`src/rtl/regfile_wb_queue_pkg.sv`:
```
// rtl/regfile_wb_queue_pkg.sv - shared widths, x0 constant and queue entry type for regfile_wb_queue
package regfile_wb_queue_pkg;

  localparam int XLEN  = 32;
  localparam int AW    = 5;
  localparam int DEPTH = 4;
  localparam int PW    = $clog2(DEPTH);
  localparam int CW    = PW + 1;

  localparam logic [AW-1:0] REG_ZERO = '0;

  // One queued writeback: destination register plus the value to write.
  typedef struct packed {
    logic [AW-1:0]   rd;
    logic [XLEN-1:0] data;
  } wb_entry_t;

endpackage

```
`src/rtl/regfile_wb_queue_if.sv`:
```
// rtl/regfile_wb_queue_if.sv - writeback request, register-file write port and hazard lookup bundle
import regfile_wb_queue_pkg::*;

interface regfile_wb_queue_if;
  // writeback request side
  logic            invalid;
  logic            inready;
  logic [AW-1:0]   inrd;
  logic [XLEN-1:0] indata;
  // drain control
  logic            wrstall;
  logic            flush;
  // register file write port
  logic [AW-1:0]   rd;
  logic [XLEN-1:0] writedata;
  logic            regwrite;
  // decode hazard lookup
  logic [AW-1:0]   rs1;
  logic [AW-1:0]   rs2;
  logic            busy1;
  logic            busy2;
  logic            fwdvalid1;
  logic            fwdvalid2;
  logic [XLEN-1:0] fwddata1;
  logic [XLEN-1:0] fwddata2;

  modport master (
    output invalid, inrd, indata, wrstall, flush, rs1, rs2,
    input  inready, rd, writedata, regwrite, busy1, busy2,
           fwdvalid1, fwdvalid2, fwddata1, fwddata2
  );

  modport slave (
    input  invalid, inrd, indata, wrstall, flush, rs1, rs2,
    output inready, rd, writedata, regwrite, busy1, busy2,
           fwdvalid1, fwdvalid2, fwddata1, fwddata2
  );
endinterface

```
`src/rtl/regfile_wb_queue_fifo.sv`:
```
// rtl/regfile_wb_queue_fifo.sv - DEPTH-entry writeback FIFO exporting per-slot valid/rd for hazard lookup (REGFILE_BYPASS_EN adds slot data export)
import regfile_wb_queue_pkg::*;

module regfile_wb_queue_fifo (
  input  logic                        clk,
  input  logic                        rst_n,
  input  logic                        push_i,
  input  logic                        pop_i,
  input  logic                        flush_i,
  input  wb_entry_t                   wr_entry_i,
  output wb_entry_t                   head_o,
  output logic                        full_o,
  output logic                        empty_o,
  output logic [PW-1:0]               rd_ptr_o,
  output logic [DEPTH-1:0]            valid_o,
  output logic [DEPTH-1:0][AW-1:0]    entry_rd_o
`ifdef REGFILE_BYPASS_EN
  ,
  output logic [DEPTH-1:0][XLEN-1:0]  entry_data_o
`endif
);

  wb_entry_t [DEPTH-1:0] mem_q;
  logic [PW-1:0]         wr_ptr_q, wr_ptr_d;
  logic [PW-1:0]         rd_ptr_q, rd_ptr_d;
  logic [CW-1:0]         count_q, count_d;

  // Pointer/count update; flush wins over any push or pop in the same cycle.
  always_comb begin
    wr_ptr_d = wr_ptr_q;
    rd_ptr_d = rd_ptr_q;
    count_d  = count_q;
    if (flush_i) begin
      wr_ptr_d = '0;
      rd_ptr_d = '0;
      count_d  = '0;
    end else begin
      if (push_i) wr_ptr_d = wr_ptr_q + PW'(1);
      if (pop_i)  rd_ptr_d = rd_ptr_q + PW'(1);
      case ({push_i, pop_i})
        2'b10:   count_d = count_q + CW'(1);
        2'b01:   count_d = count_q - CW'(1);
        default: count_d = count_q;
      endcase
    end
  end

  // Pointer and occupancy registers.
  always_ff @(posedge clk or negedge rst_n) begin
    if (!rst_n) begin
      wr_ptr_q <= '0;
      rd_ptr_q <= '0;
      count_q  <= '0;
    end else begin
      wr_ptr_q <= wr_ptr_d;
      rd_ptr_q <= rd_ptr_d;
      count_q  <= count_d;
    end
  end

  // Entry storage; a flush cancels the write so stale data never appears valid.
  always_ff @(posedge clk or negedge rst_n) begin
    if (!rst_n) begin
      for (int i = 0; i < DEPTH; i++) mem_q[i] <= '0;
    end else if (push_i && !flush_i) begin
      mem_q[wr_ptr_q] <= wr_entry_i;
    end
  end

  // A slot is live when its distance from the read pointer is below the count.
  always_comb begin
    for (int i = 0; i < DEPTH; i++) begin
      valid_o[i]    = ({1'b0, PW'(i) - rd_ptr_q} < count_q);
      entry_rd_o[i] = mem_q[i].rd;
`ifdef REGFILE_BYPASS_EN
      entry_data_o[i] = mem_q[i].data;
`endif
    end
  end

  assign head_o   = mem_q[rd_ptr_q];
  assign full_o   = (count_q == CW'(DEPTH));
  assign empty_o  = (count_q == '0);
  assign rd_ptr_o = rd_ptr_q;

endmodule

```
`src/rtl/regfile_wb_queue.sv`:
```
// rtl/regfile_wb_queue.sv - writeback queue feeding the register file write port; REGFILE_BYPASS_EN enables youngest-entry forwarding
import regfile_wb_queue_pkg::*;

module regfile_wb_queue (
  input  logic               clk,
  input  logic               rst_n,
  regfile_wb_queue_if.slave  bus
);

  wb_entry_t               wr_entry;
  wb_entry_t               head;
  logic                    full, empty;
  logic                    push, pop;
  logic [PW-1:0]           rd_ptr;
  logic [DEPTH-1:0]        valid;
  logic [DEPTH-1:0][AW-1:0] entry_rd;

  logic [AW-1:0]           rd_q;
  logic [XLEN-1:0]         writedata_q;
  logic                    regwrite_q;

  // x0 requests complete the handshake but are never stored; flush discards a same-cycle push.
  assign push = bus.invalid && bus.inready && (bus.inrd != REG_ZERO) && !bus.flush;
  assign pop  = !empty && !bus.wrstall && !bus.flush;

  assign wr_entry.rd   = bus.inrd;
  assign wr_entry.data = bus.indata;

`ifdef REGFILE_BYPASS_EN
  logic [DEPTH-1:0][XLEN-1:0] entry_data;
`endif

  regfile_wb_queue_fifo u_fifo (
    .clk          (clk),
    .rst_n        (rst_n),
    .push_i       (push),
    .pop_i        (pop),
    .flush_i      (bus.flush),
    .wr_entry_i   (wr_entry),
    .head_o       (head),
    .full_o       (full),
    .empty_o      (empty),
    .rd_ptr_o     (rd_ptr),
    .valid_o      (valid),
    .entry_rd_o   (entry_rd)
`ifdef REGFILE_BYPASS_EN
    ,
    .entry_data_o (entry_data)
`endif
  );

  // inready depends only on occupancy: a full queue never accepts, even while popping.
  assign bus.inready = !full;

  // Issue register: head moves to the write port; rd/writedata hold when nothing issues.
  always_ff @(posedge clk or negedge rst_n) begin
    if (!rst_n) begin
      rd_q        <= '0;
      writedata_q <= '0;
      regwrite_q  <= 1'b0;
    end else if (pop) begin
      rd_q        <= head.rd;
      writedata_q <= head.data;
      regwrite_q  <= 1'b1;
    end else begin
      regwrite_q  <= 1'b0;
    end
  end

  assign bus.rd        = rd_q;
  assign bus.writedata = writedata_q;
  assign bus.regwrite  = regwrite_q;

  // Hazard lookup over live entries, oldest to youngest; the head being issued still counts.
  logic            busy1, busy2;
  logic [PW-1:0]   slot;
  always_comb begin
    busy1 = 1'b0;
    busy2 = 1'b0;
    slot  = '0;
    for (int k = 0; k < DEPTH; k++) begin
      slot = rd_ptr + PW'(k);
      if (valid[slot] && (bus.rs1 != REG_ZERO) && (entry_rd[slot] == bus.rs1)) busy1 = 1'b1;
      if (valid[slot] && (bus.rs2 != REG_ZERO) && (entry_rd[slot] == bus.rs2)) busy2 = 1'b1;
    end
  end

  assign bus.busy1 = busy1;
  assign bus.busy2 = busy2;

`ifdef REGFILE_BYPASS_EN
  logic            fv1, fv2;
  logic [XLEN-1:0] fd1, fd2;
  logic [PW-1:0]   fslot;
  // Forwarding walks oldest to youngest so the newest matching entry overwrites older hits.
  always_comb begin
    fv1   = 1'b0;
    fv2   = 1'b0;
    fd1   = '0;
    fd2   = '0;
    fslot = '0;
    for (int k = 0; k < DEPTH; k++) begin
      fslot = rd_ptr + PW'(k);
      if (valid[fslot] && (bus.rs1 != REG_ZERO) && (entry_rd[fslot] == bus.rs1)) begin
        fv1 = 1'b1;
        fd1 = entry_data[fslot];
      end
      if (valid[fslot] && (bus.rs2 != REG_ZERO) && (entry_rd[fslot] == bus.rs2)) begin
        fv2 = 1'b1;
        fd2 = entry_data[fslot];
      end
    end
  end
  assign bus.fwdvalid1 = fv1;
  assign bus.fwdvalid2 = fv2;
  assign bus.fwddata1  = fd1;
  assign bus.fwddata2  = fd2;
`else
  assign bus.fwdvalid1 = 1'b0;
  assign bus.fwdvalid2 = 1'b0;
  assign bus.fwddata1  = '0;
  assign bus.fwddata2  = '0;
`endif

endmodule
```
`src/flat_wrapper.sv`:
```
// flat-port wrapper written by rule: the top's interface ports become plain ports
module regfile_wb_queue_flat 
  (clk, rst_n, bus_invalid, bus_inrd, bus_indata, bus_wrstall, bus_flush, bus_rs1, bus_rs2, bus_inready, bus_rd, bus_writedata, bus_regwrite, bus_busy1, bus_busy2, bus_fwdvalid1, bus_fwdvalid2, bus_fwddata1, bus_fwddata2);
  regfile_wb_queue_if bus_i ();
  input  logic clk;
  input  logic rst_n;
  input wire logic [$bits(bus_i.invalid)-1:0] bus_invalid;
  input wire logic [$bits(bus_i.inrd)-1:0] bus_inrd;
  input wire logic [$bits(bus_i.indata)-1:0] bus_indata;
  input wire logic [$bits(bus_i.wrstall)-1:0] bus_wrstall;
  input wire logic [$bits(bus_i.flush)-1:0] bus_flush;
  input wire logic [$bits(bus_i.rs1)-1:0] bus_rs1;
  input wire logic [$bits(bus_i.rs2)-1:0] bus_rs2;
  output wire logic [$bits(bus_i.inready)-1:0] bus_inready;
  output wire logic [$bits(bus_i.rd)-1:0] bus_rd;
  output wire logic [$bits(bus_i.writedata)-1:0] bus_writedata;
  output wire logic [$bits(bus_i.regwrite)-1:0] bus_regwrite;
  output wire logic [$bits(bus_i.busy1)-1:0] bus_busy1;
  output wire logic [$bits(bus_i.busy2)-1:0] bus_busy2;
  output wire logic [$bits(bus_i.fwdvalid1)-1:0] bus_fwdvalid1;
  output wire logic [$bits(bus_i.fwdvalid2)-1:0] bus_fwdvalid2;
  output wire logic [$bits(bus_i.fwddata1)-1:0] bus_fwddata1;
  output wire logic [$bits(bus_i.fwddata2)-1:0] bus_fwddata2;
  assign bus_i.invalid = bus_invalid;
  assign bus_i.inrd = bus_inrd;
  assign bus_i.indata = bus_indata;
  assign bus_i.wrstall = bus_wrstall;
  assign bus_i.flush = bus_flush;
  assign bus_i.rs1 = bus_rs1;
  assign bus_i.rs2 = bus_rs2;
  assign bus_inready = bus_i.inready;
  assign bus_rd = bus_i.rd;
  assign bus_writedata = bus_i.writedata;
  assign bus_regwrite = bus_i.regwrite;
  assign bus_busy1 = bus_i.busy1;
  assign bus_busy2 = bus_i.busy2;
  assign bus_fwdvalid1 = bus_i.fwdvalid1;
  assign bus_fwdvalid2 = bus_i.fwdvalid2;
  assign bus_fwddata1 = bus_i.fwddata1;
  assign bus_fwddata2 = bus_i.fwddata2;
  regfile_wb_queue u_core (.clk(clk), .rst_n(rst_n), .bus(bus_i));
endmodule
```
`config.mk`:
```
export PLATFORM = sky130hd
export DESIGN_NAME = regfile_wb_queue_flat
export DESIGN_NICKNAME = d
export VERILOG_FILES = /design/src/rtl/regfile_wb_queue_pkg.sv /design/src/rtl/regfile_wb_queue_if.sv /design/src/rtl/regfile_wb_queue_fifo.sv /design/src/rtl/regfile_wb_queue.sv /design/src/flat_wrapper.sv
export SDC_FILE = /design/constraint.sdc
export NUM_CORES = 1
export LEC_CHECK = 0
export CAP_MARGIN = 40
export CORE_UTILIZATION = 55
export CTS_CLUSTER_DIAMETER = 150
export DETAILED_ROUTE_END_ITERATION = 6
export GPL_TIMING_DRIVEN = 0
export PLACE_DENSITY = 0.81
export SLEW_MARGIN = 15
export SYNTH_ARGS = -nofsm -noshare
export SYNTH_HDL_FRONTEND = slang
export SYNTH_SLANG_ARGS = --single-unit
```
`constraint.sdc`:
```
create_clock -name clk -period 7.4 [get_ports clk]
set_input_delay 1.48 -clock clk [delete_from_list [all_inputs] [get_ports clk]]
set_output_delay 1.48 -clock clk [all_outputs]
set_load 0.02 [all_outputs]
```
# After elaboration in Yosys (flattened, before gate mapping)
# Cells that the tools add are included.
# W data, S select, Z words.
word_totals:
  ff_bits: 193
  out_inout_bits: 107
  word_cells: 115
classes:
  mux: 36
  reduce_logical: 34
  n_lt_le_gt_ge: 10
  add_sub_neg: 10
  n_eq_ne: 11
ops:
  columns: ["op", "count"]
  rows:
  - ["$bwmux W148", 1]
  - ["$bmux W37 S2", 1]
  - ["$demux W37 S2", 1]
  - ["$mux W37", 2]
  - ["$bmux W5 S2", 4]
  - ["$eq A5 B5 Y1", 8]
  - ["$logic_and A1 B1 Y1", 23]
  - ["$mux W5", 4]
  - ["$lt A2 B3 Y1 const B", 5]
  - ["$reduce_bool A5 Y1", 3]
  - ["$mux W1", 13]
  - ["$lt A2 B3 Y1", 4]
  - ["$bmux W1 S2", 4]
  - ["$mux W2", 4]
  - ["$pmux W3 S2", 1]
  - ["$add A2 B1 Y2 const B", 2]
  - ["$add A2 B2 Y2 const B", 2]
  - ["$logic_not A1 Y1", 4]
  - ["$reduce_bool A2 Y1", 2]
  - ["$sub A1 B2 Y2 const A", 2]
  - ["$sub A2 B2 Y2 const A", 2]
  - ["$add A3 B1 Y3 const B", 1]
  - ["$eq A3 B3 Y1 const B", 1]
  - ["$logic_not A3 Y1", 1]
  - ["6 further kinds", 6]

# Longest topological paths before layout
# Gate-level depths: netlist of run 1.
logic_depth:
  word_depth: 10
  mapped_depth: 12
  ltp_nobuf: 9

# Cells and area by module
# Synthesis of run 1 repeated with hierarchy kept, for this count alone.
unflattened:
  hier_cells: 743
  area_unflattened_um2: 10931.7
by_module_without_submodules:
  columns: ["module", "cells_each", "n_inst", "seq_area_each_um2", "area_per_inst_um2"]
  rows:
  - ["regfile_wb_queue_fifo", 437, 1, 3878.7, 7746.2]
  - ["regfile_wb_queue", 306, 1, 950.9, 3185.6]

# Least setup slack after synthesis of run 1
# OpenSTA, ideal clock, no wires.
synth_timing:
  path_kind: "input to output"
  start: "in bus_rs1[2]"
  end: "out bus_busy1"
  path_buffers: 1
  stages: 7
  required_ns: 5.920
  arrival_time_ns: 2.832
  setup_slack_ns: 3.088
  cell_sequence: "clkbuf_1 > xor2_1 > o221ai_1 > or3_1 > o21ai_0 > a41oi_1 > a21oi_1"
synth_between:
  elab_chain_len: 7
synth_lines:
  columns: ["item", "line_no", "text"]
  rows:
  - ["start, declared", "flat_wrapper.sv:12", "input wire logic [$bits(bus_i.rs1)-1:0] bus_rs1;"]
  - ["$reduce_bool A5 Y1", "regfile_wb_queue.sv:83", "if (valid[slot] && (bus.rs1 != REG_ZERO) && (entry_rd[slot] == bus.rs1)) busy1 = 1'b1;"]
  - ["$logic_and A1 B1 Y1 (2 in a row)", "regfile_wb_queue.sv:83", null]
  - ["$mux W1 (3 in a row)", "regfile_wb_queue.sv:83", null]
  - ["$mux W1 *", "regfile_wb_queue.sv:83", null]
  - ["end, declared", "flat_wrapper.sv:18", "output wire logic [$bits(bus_i.busy1)-1:0] bus_busy1;"]
# Mark *: on every way between the ends. The rest lies on a longest branch, timed or not.

# Final worst setup path of run 1
layout_timing:
  start: "reg u_core.u_fifo.rd_ptr_q[1], in the netlist u_core.u_fifo.rd_ptr_o[1]"
  end: "out bus_busy2"
layout_between:
  elab_chain_len: 10
layout_lines:
  columns: ["item", "line_no", "text"]
  rows:
  - ["start, declared", "regfile_wb_queue_fifo.sv:25", "logic [PW-1:0] rd_ptr_q, rd_ptr_d;"]
  - ["start signal, assigned", "regfile_wb_queue_fifo.sv:56", "rd_ptr_q <= rd_ptr_d;"]
  - ["$sub A1 B2 Y2 / $sub A2 B2 Y2 (equally long branches)", "regfile_wb_queue_fifo.sv:73", "valid_o[i] = ({1'b0, PW'(i) - rd_ptr_q} < count_q);"]
  - ["$lt A2 B3 Y1", "regfile_wb_queue_fifo.sv:73", null]
  - ["$bmux W1 S2", "regfile_wb_queue.sv:84", "if (valid[slot] && (bus.rs2 != REG_ZERO) && (entry_rd[slot] == bus.rs2)) busy2 = 1'b1;"]
  - ["$mux W1 (implied by the code)", "regfile_wb_queue.sv:84", null]
  - ["$logic_and A1 B1 Y1 (2 in a row)", "regfile_wb_queue.sv:84", null]
  - ["$mux W1 (3 in a row)", "regfile_wb_queue.sv:84", null]
  - ["$mux W1 *", "regfile_wb_queue.sv:84", null]
  - ["end, declared", "flat_wrapper.sv:19", "output wire logic [$bits(bus_i.busy2)-1:0] bus_busy2;"]
# Mark *: on every way between the ends. The rest lies on a longest branch, timed or not. The select of a mux whose other input is x is not followed.

==> out/qor.csv, run 1 <==
stage,metric,value,unit
status,status,"finished, final reports clean",
cts,cts_tree,yes,
sta,period_minus_slack,5.71,ns
pwr,power,4.82,mW
placed_design,routabilityCongestion,0.934,
cts,htreeDepth,4,
layout,nFillCells,1363,
pwr,peakVddDrop,225,uV
sta,min_period_over_period,0.772,
logic_synthesis,syn-mean-instance-area,13.3,um^2
logic_synthesis,synth_adder_area_share,0.0114,
logic_synthesis,ys_seq_elements,193,
setup_path,path_class,reg2out,
grt,grt_pass1_vias,6484,
floorplan,die_x,140,um
sta,setup_viol,0,
cts,cts_root_buf,clkbuf_16,
logic_synthesis,synth_sequential_area_ratio,0.459,
sta,drv_slew,0,
route,vias,6356,
logic_synthesis,async_flop_share,1.00,
pwr,p_leak,6.07,nW
layout,nets,1021,
logic_synthesis,synth-simple-area-share,0.0735,
worst_hold_path,worstHoldPathType,reg2reg,
logic_synthesis,synth_edf_count,0,
pwr,powerDensity,386,nW/um^2
cts,insertion_delay,0.43,ns
cts,postCtsSetupRepairBufs,0,
grt,overflow,0,
logic_synthesis,synth_top_family_by_area,multiplexers,
logic_synthesis,yosysMostFrequentCell,dfrtp_1,
floorplan,dieHeight,140,um
setup_path,cp.required,5.92,ns
floorplan,io_pins,159,
grt,grt_usage,0.235,
route,first_iter_violations,310,
layout,drive_gt1_frac,0.327,
cts,cts_hold_buf,0,
grt,grt_pass1_wl,35300,um
floorplan,core.rowCount,50,
route,via_per_inst,5.27,
cts,post_cts_resized,0,
placed_design,dp_cells,1175,
sta,tns,0,ns
logic_synthesis,yosysTopAreaCellShare,0.459,
floorplan,die_area,19700,um^2
sta,worstMarginPinSlew,0.859,ns
cts,ctsLongestPathBuffers,2,
logic_synthesis,yosys_warnings,0,
route,drcViolationCount,0,
setup_path,setup.worst_path.end_class,output port,
layout,seqCellArea,4830,um^2
sta,hold_viol,0,
sta,fmax,175,MHz
floorplan,coreArea,18700,um^2
logic_synthesis,yosys-mux-area-fraction,0.295,
layout,area_delta_synth_final,18.7,%
sta,grt_setup_unrepaired,no,
grt,grt_max_degree,88,
setup_path,arrival,4.23,ns
job,maxCapViolCount,0,
route,wirelength,22000,um
route,wl_per_cell,18.2,um
layout,multi_input_area,5020,um^2
cts,clock-sinks,193,
logic_synthesis,netlist_area,10500,um^2
route,drtAntennaViolNets,0,
layout,num_antenna_cells,0,
logic_synthesis,synth_top_area_cell,dfrtp_1,
grt,antenna_found_initial,0,
logic_synthesis,synth_xor_area_frac,0.0441,
route,first_pass_iters,4,
logic_synthesis,synth_compound_area_frac,0.0290,
sta,skew,0.0113,ns
floorplan,start_util,0.562,
placed_design,hpwl,15300,um
setup_path,cp_max_fo,10,
layout,fin_cells,1207,
setup_path,worstSetupStartpointType,flip-flop,
cts,cts_buffers,17,
cts,clk_pin_slew,0.06,ns
logic_synthesis,synthTopCellsByCount,"193 x dfrtp_1, 120 x mux2_4, 118 x nand2_1",
logic_synthesis,synthTopCellsByArea,"dfrtp_1 46%, mux2_4 17%, mux4_2 6.8%",
logic_synthesis,ys.flop_type,dfrtp_1,
sta,relSlewSlack,0.427,
logic_synthesis,synth_cells,793,
logic_synthesis,ys_types,50,
placed_design,place.port_buffers,81,
-- cells by family (layout without fill, tap and decap cells) --
kind of cell	count (synthesis)	count (layout)
multiplexers	206	206
adder cells (fa/ha/maj)	9	9
AND/OR/NAND/NOR	166	166
buffers and inverters	120	235
XOR/XNOR	53	53
AO/OA/AOI/OAI	45	45
other	1	66
flip-flops	193	193
-- state kept, by name, summed over array words and instances, names as in the netlist --
register	count
u_core.u_fifo.mem_q	128
u_core.u_fifo.count_q	3
u_core.bus.rd	5
u_core.u_fifo.wr_ptr_q	2
u_core.bus.regwrite	1
u_core.u_fifo.rd_ptr_o	2
u_core.bus.writedata	32
u_core.u_fifo.entry_rd_o	20
-- critical path, stage by stage, from the launching register on --
cell and delay, ns:
dfrtp_1 0.39, buf_4 0.23, buf_4 0.24, buf_1 0.59
xor2_1 0.24, inv_1 0.07, ha_1 0.27, a21oi_1 0.22
o22ai_1 0.21, nor4_1 0.34, a21oi_1 0.07, o22ai_1 0.16
o22a_1 0.16, clkdlybuf4s50_1 0.59
-- where the power goes --
group	total [mW]	internal, mW	switching (mW)
Sequential	1.80	1.51	0.288
Clock	0.875	0.472	0.403
Combinational	2.14	1.18	0.960
-- final cells by class --
| type | count | area share |
|---|---|---|
| clock inverters | 13 | 0.00912 |
| well taps | 234 | 0.0234 |
| multi-input cells | 545 | 0.402 |
| inverters | 8 | 0.00241 |
| plain buffers | 112 | 0.0711 |
| clock buffers | 19 | 0.0355 |
| flip-flops and latches | 193 | 0.387 |
| repair buffers | 83 | 0.0697 |
-- routing by layer --
layer,part of all wire,global-route usage,vias to the layer above,wire length [um]
met5,0,0,-,0
met3,0.048,0.0479,16,1070
met1,0.46,0.321,3198,10100
li1,-,-,2950,-
met4,0.0099,0.0561,0,219
met2,0.48,0.387,192,10600
-- layout by cell type, fill, tap and decap left out, drive strengths merged, types with 3 or more instances in the layout --
| cell type | count |
|---|---|
| inv | 9 |
| o22ai | 3 |
| a21oi | 15 |
| xnor2 | 35 |
| or3 | 4 |
| nor2 | 16 |
| buf | 95 |
| mux4 | 32 |
| ha | 8 |
| o21ai | 11 |
| dfrtp | 193 |
| conb | 66 |
| mux2 | 152 |
| xor2 | 18 |
| o22a | 3 |
| clkdlybuf4s50 | 80 |
| nor3 | 9 |
| clkbuf | 39 |
| mux2i | 22 |
| nand3 | 4 |
| clkinv | 9 |
| or4 | 3 |
| nand2 | 122 |
-- final timing paths --
path,from,endpoint,slack (ns),depth (start not counted)
min in group asynchronous,rst_n,u_core.bus.writedata[10]$_DFFE_PN0P_,0.90,1
max,u_core.u_fifo.rd_ptr_o[1]$_DFFE_PN0P_,bus_busy2,1.69,13
min,u_core.bus.writedata[23]$_DFFE_PN0P_,u_core.bus.writedata[23]$_DFFE_PN0P_,0.47,2
max reg2reg,u_core.u_fifo.count_q[0]$_DFFE_PN0P_,u_core.bus.writedata[25]$_DFFE_PN0P_,5.11,7
max in group asynchronous,rst_n,u_core.u_fifo.mem_q[66]$_DFFE_PN0P_,5.43,3
min reg2reg,u_core.bus.writedata[23]$_DFFE_PN0P_,u_core.bus.writedata[23]$_DFFE_PN0P_,0.47,2
-- stage by stage --
step	util	setup WS, ns	hold slack, ns	instance area [um^2]
3_5_place_dp	0.638	2.19	0.462	11900
3_3_place_gp	0.635	-3.05	0.457	11900
4_1_cts	0.667	1.73	0.481	12500
5_1_grt	0.667	1.43	0.500	12500
6_report	0.667	1.69	0.473	12500
2_1_floorplan	-	3.09	0.474	10800
Note: power is estimated with default switching activity, not from simulation.
==> run 2: changes to the inputs <==
clock period = 5.3 ns   (was 7.4 ns; I/O delays follow)
==> run 2 against run 1 <==
Total power is 40% higher. Clock skew is 0.0028 ns lower. Sequential share of layout area about the same. First-iteration DRC count shrank 8.7%. Combinational power grew 39%. Clock power up 39%. Via count decreased by 0.14%. Sequential power increased by 40%. Register-to-register slack got worse by 2.1 ns. Global-route usage is the same. Core utilization hardly changed. Flip-flop and latch count stayed put.
==> out/qor.csv, run 2 (synthesis results as in run 1) <==
stage,metric,value,unit
status,status,"finished, final reports clean",
pwr,power_frac_seq,0.374,
setup_path,rr_endpoint,u_core.bus.writedata[25]$_DFFE_PN0P_,
setup_path,path_class,reg2out,
cts,clock-sinks,193,
setup_path,cp-startpoint,u_core.u_fifo.rd_ptr_o[1]$_DFFE_PN0P_,
worst_hold_path,worstHoldPathType,reg2reg,
pwr,intPower,4.42,mW
pwr,powerDensity,538,nW/um^2
floorplan,start_util,0.562,
floorplan,dieHeight,140,um
route,drcViolationCount,0,
floorplan,die_x,140,um
grt,grt_pass1_wl,35300,um
cts,clk_pin_slew,0.06,ns
sta,worstMarginPinSlew,0.841,ns
setup_path,worst-r2r-cell-count,7,
pwr,switchingPower,2.30,mW
setup_path,crit_path_end,bus_busy2,
setup_path,cp.required,4.24,ns
grt,antenna_found_initial,0,
sta,relSlewSlack,0.439,
pwr,clockPowerShare,0.182,
pwr,combPwrFrac,0.443,
cts,htreeDepth,4,
grt,grt_usage,0.235,
grt,grt_max_degree,88,
route,wirelength,22000,um
setup_path,setup.worst_path.end_class,output port,
pwr,p_leak,6.08,nW
layout,largest_reg_flops,128,
sta,period_minus_slack,4.79,ns
placed_design,preCtsSetupSlack,0.513,ns
cts,cts_buffers,17,
route,first_pass_iters,5,
setup_path,cp_max_fo,19,
route,wl_per_cell,18.2,um
floorplan,io_pins,159,
cts,cts_tree,yes,
cts,ctsLongestPathBuffers,2,
route,first_iter_violations,283,
sta,grt_setup_unrepaired,no,
sta,setup_viol,0,
layout,final_cell_mix,"193 x dfrtp_1, 120 x mux2_4, 118 x nand2_1, 80 x clkdlybuf4s50_1, 68 x buf_4",
cts,insertion_delay,0.44,ns
cts,cts_root_buf,clkbuf_16,
floorplan,die_area,19700,um^2
sta,fmax,209,MHz
layout,fin_cells,1205,
setup_path,arrival,3.73,ns
setup_path,reg2reg_slack,3.01,ns
route,drtAntennaViolNets,0,
grt,overflow,0,
layout,drive_gt1_frac,0.329,
job,maxCapViolCount,0,
pwr,peakVddDrop,314,uV
layout,nets,1019,
setup_path,r2r-start,u_core.u_fifo.count_q[0]$_DFFE_PN0P_,
grt,grt_pass1_vias,6484,
route,via_per_inst,5.27,
route,vias,6347,
layout,num_antenna_cells,0,
placed_design,place_area,11900,um^2
sta,fin_ws,0.508,ns
sta,drv_slew,0,
placed_design,routabilityCongestion,0.934,
setup_path,worstSetupStartpointType,flip-flop,
placed_design,dp_cells,1175,
sta,min_period_over_period,0.904,
pwr,swShare,0.342,
layout,post-route-cell-area,12500,um^2
layout,area_delta_synth_final,18.6,%
placed_design,hpwl,15300,um
placed_design,place.port_buffers,81,
layout,final_common_cell,dfrtp_1,
sta,skew,0.00846,ns
floorplan,core.rowCount,50,
sta,hold_viol,0,
floorplan,coreArea,18700,um^2
layout,max_flop_register,u_core.u_fifo.mem_q,
==> run 2: cell types whose count changed in the layout (fill, tap and decap cells not counted) <==
cell      previous run  this run
clkbuf_2             0         1
clkbuf_1            20        18
buf_1                6         5
==> run 2: final cells by class <==
class	count	area, um^2
Clock buffer	19	443
Tap cell	234	293
Sequential cell	193	4830
Multi-Input combinational cell	545	5020
Inverter	8	30.0
Fill cell	1362	6230
Timing Repair Buffer	83	871
Buffer	110	882
Clock inverter	13	114
==> run 2: worst max-delay path, stage by stage (launching register included) <==
cell and delay [ns]:
dfrtp_1 0.39, buf_4 0.23, buf_4 0.34, xor2_1 0.22, inv_1 0.07, ha_1 0.27
a21oi_1 0.21, o22ai_1 0.21, nor4_1 0.34, a21oi_1 0.07, o22ai_1 0.18, o22a_1 0.16
clkdlybuf4s50_1 0.59
==> run 2: power groups by stage <==
| stage | Clock, mW | Combinational (mW) | Sequential (mW) |
|---|---|---|---|
| global route | 1.30 | 3.21 | 2.58 |
| global placement | 0 | 2.91 | 2.49 |
| finish | 1.22 | 2.98 | 2.52 |
| floorplan | 0 | 2.10 | 2.55 |
| CTS | 1.24 | 2.99 | 2.50 |
| detailed placement | 0 | 2.97 | 2.51 |
==> run 2: what timing repair did <==
| action | 4_1_cts | 5_1_grt |
|---|---|---|
| gates resized for setup | 0 | 2 |
| endpoints found under the hold margin | 0 | 0 |
| hold buffers | 0 | 0 |
| endpoints found under the setup margin | 0 | 2 |
| buffers inserted | 0 | 0 |
==> run 2: per-layer routing <==
| layer | track usage | up-vias | wire length (um) |
|---|---|---|---|
| met5 | 0 | - | 0 |
| met4 | 0.0561 | 0 | 291 |
| met3 | 0.0479 | 25 | 1110 |
| met2 | 0.387 | 207 | 10600 |
| met1 | 0.321 | 3170 | 10000 |
| li1 | - | 2945 | - |
==> run 2: how the worst min path moves through the flow <==
stage | cells after the start | end | startpoint
floorplan | 1 | u_core.u_fifo.mem_q[74]$_DFFE_PN0P_ | u_core.u_fifo.mem_q[74]$_DFFE_PN0P_
CTS | 1 | u_core.bus.writedata[9]$_DFFE_PN0P_ | rst_n
finish | 2 | u_core.bus.writedata[23]$_DFFE_PN0P_ | u_core.bus.writedata[23]$_DFFE_PN0P_
global placement | 2 | u_core.bus.writedata[5]$_DFFE_PN0P_ | u_core.bus.writedata[5]$_DFFE_PN0P_
detailed placement | 2 | u_core.bus.writedata[16]$_DFFE_PN0P_ | u_core.bus.writedata[16]$_DFFE_PN0P_
global route | 1 | u_core.bus.writedata[10]$_DFFE_PN0P_ | rst_n
==> run 2: through the flow <==
stage | hold slack [ns] | util | setup TNS, ns | total power, mW
2_1_floorplan | 0.474 | - | 0 | 4.65
3_3_place_gp | 0.457 | 0.635 | -910.83 | 5.40
3_5_place_dp | 0.462 | 0.638 | 0 | 5.48
4_1_cts | 0.481 | 0.667 | 0 | 6.74
5_1_grt | 0.492 | 0.667 | 0 | 7.09
6_report | 0.473 | 0.667 | 0 | 6.72
